`src/rtl/exception_ctrl.sv`:
```
// Exception/ERET sequencer at the MEM stage and the only writer of CP0.
// It writes EPC, Cause and Status one per cycle, then flushes and redirects fetch.
//
//  state   | meaning
//  --------+---------------------------------------------------
//  IDLE    | no sequence in progress; watching MEM for requests
//  W_EPC   | writing EPC (reg 14) with the faulting PC
//  W_CAUSE | writing Cause (reg 13) with BD and ExcCode
//  W_STAT  | writing Status (reg 12) with EXL set
//  E_STAT  | ERET: writing Status (reg 12) with EXL cleared
//  REDIR   | one-cycle flush, new_pc = vector or EPC
module exception_ctrl #(
   parameter logic [31:0] VEC_OFFSET = 32'h0000_0180
) (
   input  logic        clk,
   input  logic        rst,
   input  logic        mem_valid,
   input  logic [31:0] mem_pc,
   input  logic        mem_bd,
   input  logic        mem_syscall,
   input  logic        mem_eret,
   input  logic [31:0] cp0_status,
   input  logic [31:0] cp0_cause,
   input  logic [31:0] cp0_ebase,
   input  logic [31:0] cp0_epc,
   output logic        cp0_we,
   output logic [4:0]  cp0_waddr,
   output logic [31:0] cp0_wdata,
   output logic        stall,
   output logic        flush,
   output logic [31:0] new_pc
);

   typedef enum logic [2:0] {
      IDLE    = 3'd0,
      W_EPC   = 3'd1,
      W_CAUSE = 3'd2,
      W_STAT  = 3'd3,
      E_STAT  = 3'd4,
      REDIR   = 3'd5
   } state_t;

   localparam logic [4:0] EXC_INT   = 5'd0;
   localparam logic [4:0] EXC_SYS   = 5'd8;
   localparam logic [4:0] ADDR_STAT = 5'd12;
   localparam logic [4:0] ADDR_CAUS = 5'd13;
   localparam logic [4:0] ADDR_EPC  = 5'd14;

   state_t      state_q;
   logic [31:0] pc_q;
   logic        bd_q;
   logic [4:0]  exc_q;
   logic        eret_q;
   logic        we_q;
   logic [4:0]  waddr_q;
   logic        flush_q;

   logic int_pend;
   logic take_int;
   logic take_eret;
   logic accept;
   logic unused_cause;

   // EXL masks interrupts, which also stops a nested interrupt from clobbering EPC.
   assign int_pend  = cp0_status[0] & ~cp0_status[1]
                    & (|(cp0_cause[15:10] & cp0_status[15:10]));
   assign take_int  = int_pend;
   assign take_eret = ~int_pend & ~mem_syscall & mem_eret;

   // Gated by rst so stall drops immediately while reset is held.
   assign accept = rst & (state_q == IDLE) & mem_valid
                 & (int_pend | mem_syscall | mem_eret);

   assign unused_cause = ^{cp0_cause[31], cp0_cause[6:2]};

   always_ff @(posedge clk or negedge rst) begin
      if (!rst) begin
         state_q <= IDLE;
         pc_q    <= '0;
         bd_q    <= 1'b0;
         exc_q   <= '0;
         eret_q  <= 1'b0;
         we_q    <= 1'b0;
         waddr_q <= '0;
         flush_q <= 1'b0;
      end else begin
         we_q    <= 1'b0;
         waddr_q <= '0;
         flush_q <= 1'b0;
         case (state_q)
            IDLE: begin
               if (accept) begin
                  pc_q   <= mem_pc;
                  bd_q   <= mem_bd;
                  exc_q  <= take_int ? EXC_INT : EXC_SYS;
                  eret_q <= take_eret;
                  we_q   <= 1'b1;
                  if (take_eret) begin
                     state_q <= E_STAT;
                     waddr_q <= ADDR_STAT;
                  end else begin
                     state_q <= W_EPC;
                     waddr_q <= ADDR_EPC;
                  end
               end
            end
            W_EPC: begin
               state_q <= W_CAUSE;
               we_q    <= 1'b1;
               waddr_q <= ADDR_CAUS;
            end
            W_CAUSE: begin
               state_q <= W_STAT;
               we_q    <= 1'b1;
               waddr_q <= ADDR_STAT;
            end
            W_STAT, E_STAT: begin
               state_q <= REDIR;
               flush_q <= 1'b1;
            end
            REDIR:   state_q <= IDLE;
            default: state_q <= IDLE;
         endcase
      end
   end

   // Status, Cause and the redirect bases are taken live so CP0 updates made
   // earlier in the sequence (notably EPC) are already reflected.
   always_comb begin
      cp0_wdata = '0;
      case (state_q)
         W_EPC:   cp0_wdata = bd_q ? (pc_q - 32'd4) : pc_q;
         W_CAUSE: cp0_wdata = {bd_q, cp0_cause[30:7], exc_q, cp0_cause[1:0]};
         W_STAT:  cp0_wdata = cp0_status | 32'h0000_0002;
         E_STAT:  cp0_wdata = cp0_status & ~32'h0000_0002;
         default: cp0_wdata = '0;
      endcase
   end

   always_comb begin
      new_pc = '0;
      if (state_q == REDIR)
         new_pc = eret_q ? cp0_epc : (cp0_ebase + VEC_OFFSET);
   end

   assign cp0_we    = we_q;
   assign cp0_waddr = waddr_q;
   assign flush     = flush_q;
   assign stall     = (state_q != IDLE) | accept;

endmodule

```
`config.mk`:
```
export PLATFORM = sky130hd
export DESIGN_NAME = exception_ctrl
export DESIGN_NICKNAME = d
export VERILOG_FILES = /design/src/rtl/exception_ctrl.sv
export SDC_FILE = /design/constraint.sdc
export NUM_CORES = 1
export LEC_CHECK = 0
export ABC_AREA = 0
export BUFFER_PORTS_ARGS = -buffer_cell sky130_fd_sc_hd__buf_4
export CAP_MARGIN = 30
export CORE_ASPECT_RATIO = 1.25
export CORE_MARGIN = 2
export CORE_UTILIZATION = 44
export DETAILED_ROUTE_END_ITERATION = 16
export PLACE_DENSITY = 0.85
export SLEW_MARGIN = 20
export SYNTH_ARGS = -nofsm -noshare
export SYNTH_HDL_FRONTEND = slang
export SYNTH_SLANG_ARGS = --single-unit
```
`constraint.sdc`:
```
create_clock -name clk -period 2.37 [get_ports clk]
set_input_delay 0.237 -clock clk [delete_from_list [all_inputs] [get_ports clk]]
set_output_delay 0.237 -clock clk [all_outputs]
set_load 0.01 [all_outputs]
```
==> qor.csv <==
stage;metric;value;unit
status;status;finished with violations;
status;violations;negative setup slack;
critical_path;reg2reg_slack;0.49;ns
cts;clkLatencyLatePin;0.31;ns
critical_path;r2r-end;pc_q[8];
floorplanning;die-area;0.00936;mm^2
cts;clockRootBuffer;clkbuf_8;
synthesis;synth-main-ff-cell;dfrtp_1;
cells_and_area;drive_above_1_share;51.6;%
floorplanning;core_area;0.00829;mm^2
detailed_routing;drtIter0Drc;183;
critical_path;cp_data_arrival_time;2.23;ns
timing;rsz0062_at_grt;yes;
timing;period_needed;2.47;ns
synthesis;seq_area_frac_synth;27.8;%
floorplanning;initial_utilization;45.6;%
floorplanning;chipHeight;108;um
cts;cts_sinks;42;
floorplanning;die_w;86.9;um
cts;clkTransAtPathRegs;0.08;ns
critical_path;critPathMaxFanout;7;
power;p_int;0.00326;W
grt;grt_pass1_vias;4351;
power;p_clk_share;8.4;%
critical_path;cp-start-kind;flop;
synthesis;avgSynthCellArea;8.52;um^2
power;p_switching;0.00267;W
floorplanning;ios;238;
critical_path;crit_slowest_cell;dfrtp_2;
detailed_routing;wl;14.7;mm
synthesis;syn-num-nets;612;
critical_path;slowest_delay;0.46;ns
cts;tritoncts;yes;
synthesis;yosysTopAreaCell;dfrtp_1;
place;hpwl;10.4;mm
place;port_buffers;230;
power;vdd_ir_drop_max;738;uV
timing;slew_violations;0;
cts;clockBufferDepth;2;
grt;grt_max_degree;45;
timing;clock_skew;0.00506;ns
detailed_routing;ant_nets;0;
timing;setup_slack;-0.0950;ns
cells_and_area;layout_common_cells;buf_4, nor2_1, mux2_2;
cells_and_area;areaGrowthSynthToFinish;61.2;%
critical_path;end_kind;primary output;
detailed_routing;vias;4529;
power;p_seq_share;28.4;%
cts;numCtsBuffers;5;
synthesis;synth.top_cell.area_share;27.8;%
synthesis;syn_area;0.00378;mm^2
critical_path;reg2reg_from;state_q[1];
cells_and_area;fin_nets;853;
cts;h-tree-depth;2;
detailed_routing;wire_per_inst;18.8;um
detailed_routing;drc;0;
power;p_leak;2.86;nW
cells_and_area;fillers;579;
critical_path;cp_cell_sequence;inv_2 > ha_4 > and4bb_2 > nand2b_4 > nor4_4 > xnor2_1 > o21ai_1 > buf_4;
timing;hold_violations;0;
grt;antenna_found_initial;0;
run;cap_violations;0;
detailed_routing;via_per_inst;5.78;
detailed_routing;drt_pass1_iterations;5;
power;combinationalPowerShare;63.2;%
synthesis;synth-warning-count;0;
synthesis;synth_cell_type_count;50;
timing;period_share;104;%
power;power_density;973;mW/mm^2
critical_path;critPathKind;reg -> out;
critical_path;worst-r2r-cell-count;5;
worst_hold_path;min_path_type;in -> async;
synthesis;synth_edf_count;0;
timing;max_slew_margin;60.4;%
grt;grt_pass1_wl;20.4;mm
place;gp_congestion;0.886;
timing;fmax;0.406;GHz
cells_and_area;final_common_cell;buf_4;
synthesis;syn_inst;444;
power;sw_frac_of_total;45.0;%
cells_and_area;design_area;0.00610;mm^2
critical_path;worstPathRequired;2.13;ns
grt;grt.total_usage;27.9;%
cells_and_area;diodes;0;
synthesis;ys_seq_elements;42;
cells_and_area;final_core_util;73.6;%
place;place_ws;0.144;ns
timing;setup_viol;11;
place;dpl_cell_area;0.00558;mm^2
floorplanning;num_rows;37;
synthesis;async_flop_share;100;%
synthesis;yosys-top-cells-area;dfrtp_1, mux2_2, xnor2_1;
grt;overflow;0;
timing;worstMarginPinSlew;0.594;ns
[what timing repair did]
| action | in CTS | in global routing |
|---|---|---|
| pin swaps | 16 | 13 |
| endpoints found under the setup margin | 16 | 47 |
| gates cloned | 0 | 1 |
| setup buffers | 7 | 15 |
| gates resized for setup | 27 | 25 |
| hold buffers | 0 | 0 |
[flip-flops by register name, summed over array words and instances (netlist names)]
name / cells
pc_q: 32
flush: 1
cp0_waddr: 3
eret_q: 1
state_q: 3
exc_q: 1
bd_q: 1
[power groups by stage]
stage	Sequential [W]	Combinational [W]	Clock [W]
detailed placement	0.00158	0.00330	0
floorplan	0.00138	0.00209	0
global placement	0.00155	0.00322	0
CTS	0.00161	0.00342	0.000498
finish	0.00169	0.00375	0.000495
global route	0.00173	0.00400	0.000530
[per-layer routing]
layer	track usage [%]	wire, um	vias to the layer above
li1	-	-	2077
met4	11.4	398	0
met5	0	0	-
met1	28.4	5100	2139
met3	8.21	1470	37
met2	52.0	7730	276
[worst max-delay path: cells and delay by family (launching register included)]
| kind | cells | cell delay [ns] |
|---|---|---|
| compound gates | 1 | 0.20 |
| buf+inv | 2 | 0.25 |
| xor+xnor | 1 | 0.12 |
| simple gates | 3 | 0.75 |
| fa+ha+maj | 1 | 0.13 |
| flops | 1 | 0.46 |
[through the flow]
step           instances  hold slack, ns  TNS (ns)  power, W
2_1_floorplan        444         -0.0586         0   0.00347
3_3_place_gp         752           0.349         0   0.00477
3_5_place_dp         752           0.356         0   0.00488
4_1_cts              767          0.0244   -0.0198   0.00553
5_1_grt              783          0.0491     -1.88   0.00626
6_report             783          0.0104    -0.497   0.00593
[final cells by class]
| type | count | area (um^2) | area share [%] |
|---|---|---|---|
| clock inverter | 1 | 5.00 | 0.0821 |
| tap | 97 | 121 | 1.99 |
| inverter | 23 | 86.3 | 1.42 |
| clock buffer | 7 | 86.3 | 1.42 |
| multi-input combinational | 350 | 2730 | 44.7 |
| timing repair buffer | 263 | 2010 | 33.0 |
| sequential | 42 | 1060 | 17.4 |
[worst max-delay path by stage]
stage,from,to
6_report,pc_q[2],cp0_wdata[18]
5_1_grt,pc_q[20],cp0_wdata[31]
4_1_cts,pc_q[16],cp0_wdata[31]
3_5_place_dp,pc_q[2],cp0_wdata[26]
3_3_place_gp,pc_q[2],cp0_wdata[10]
2_1_floorplan,pc_q[2],cp0_wdata[26]
[cell usage after synthesis (11+ instances only)]
| cell | number |
|---|---|
| nor2_1 | 43 |
| dfrtp_1 | 42 |
| mux2_2 | 35 |
| xnor2_1 | 29 |
| a22oi_1 | 27 |
| inv_1 | 23 |
| a21oi_1 | 21 |
| o21ai_0 | 21 |
| xor2_1 | 21 |
| nand2_1 | 19 |
| nor3_1 | 16 |
| o21a_1 | 15 |
| clkbuf_1 | 14 |
| mux2i_1 | 14 |
| o21ai_1 | 13 |
| nor4_1 | 11 |
[cells by family after synthesis]
family | synth area share, %
compound gates | 18.6
xor+xnor | 11.6
fa+ha+maj | 0.661
buf+inv | 6.48
flops | 27.8
mux | 14.1
other cells | 0.0991
simple gates | 20.7
(Power assumes the default switching activity.)
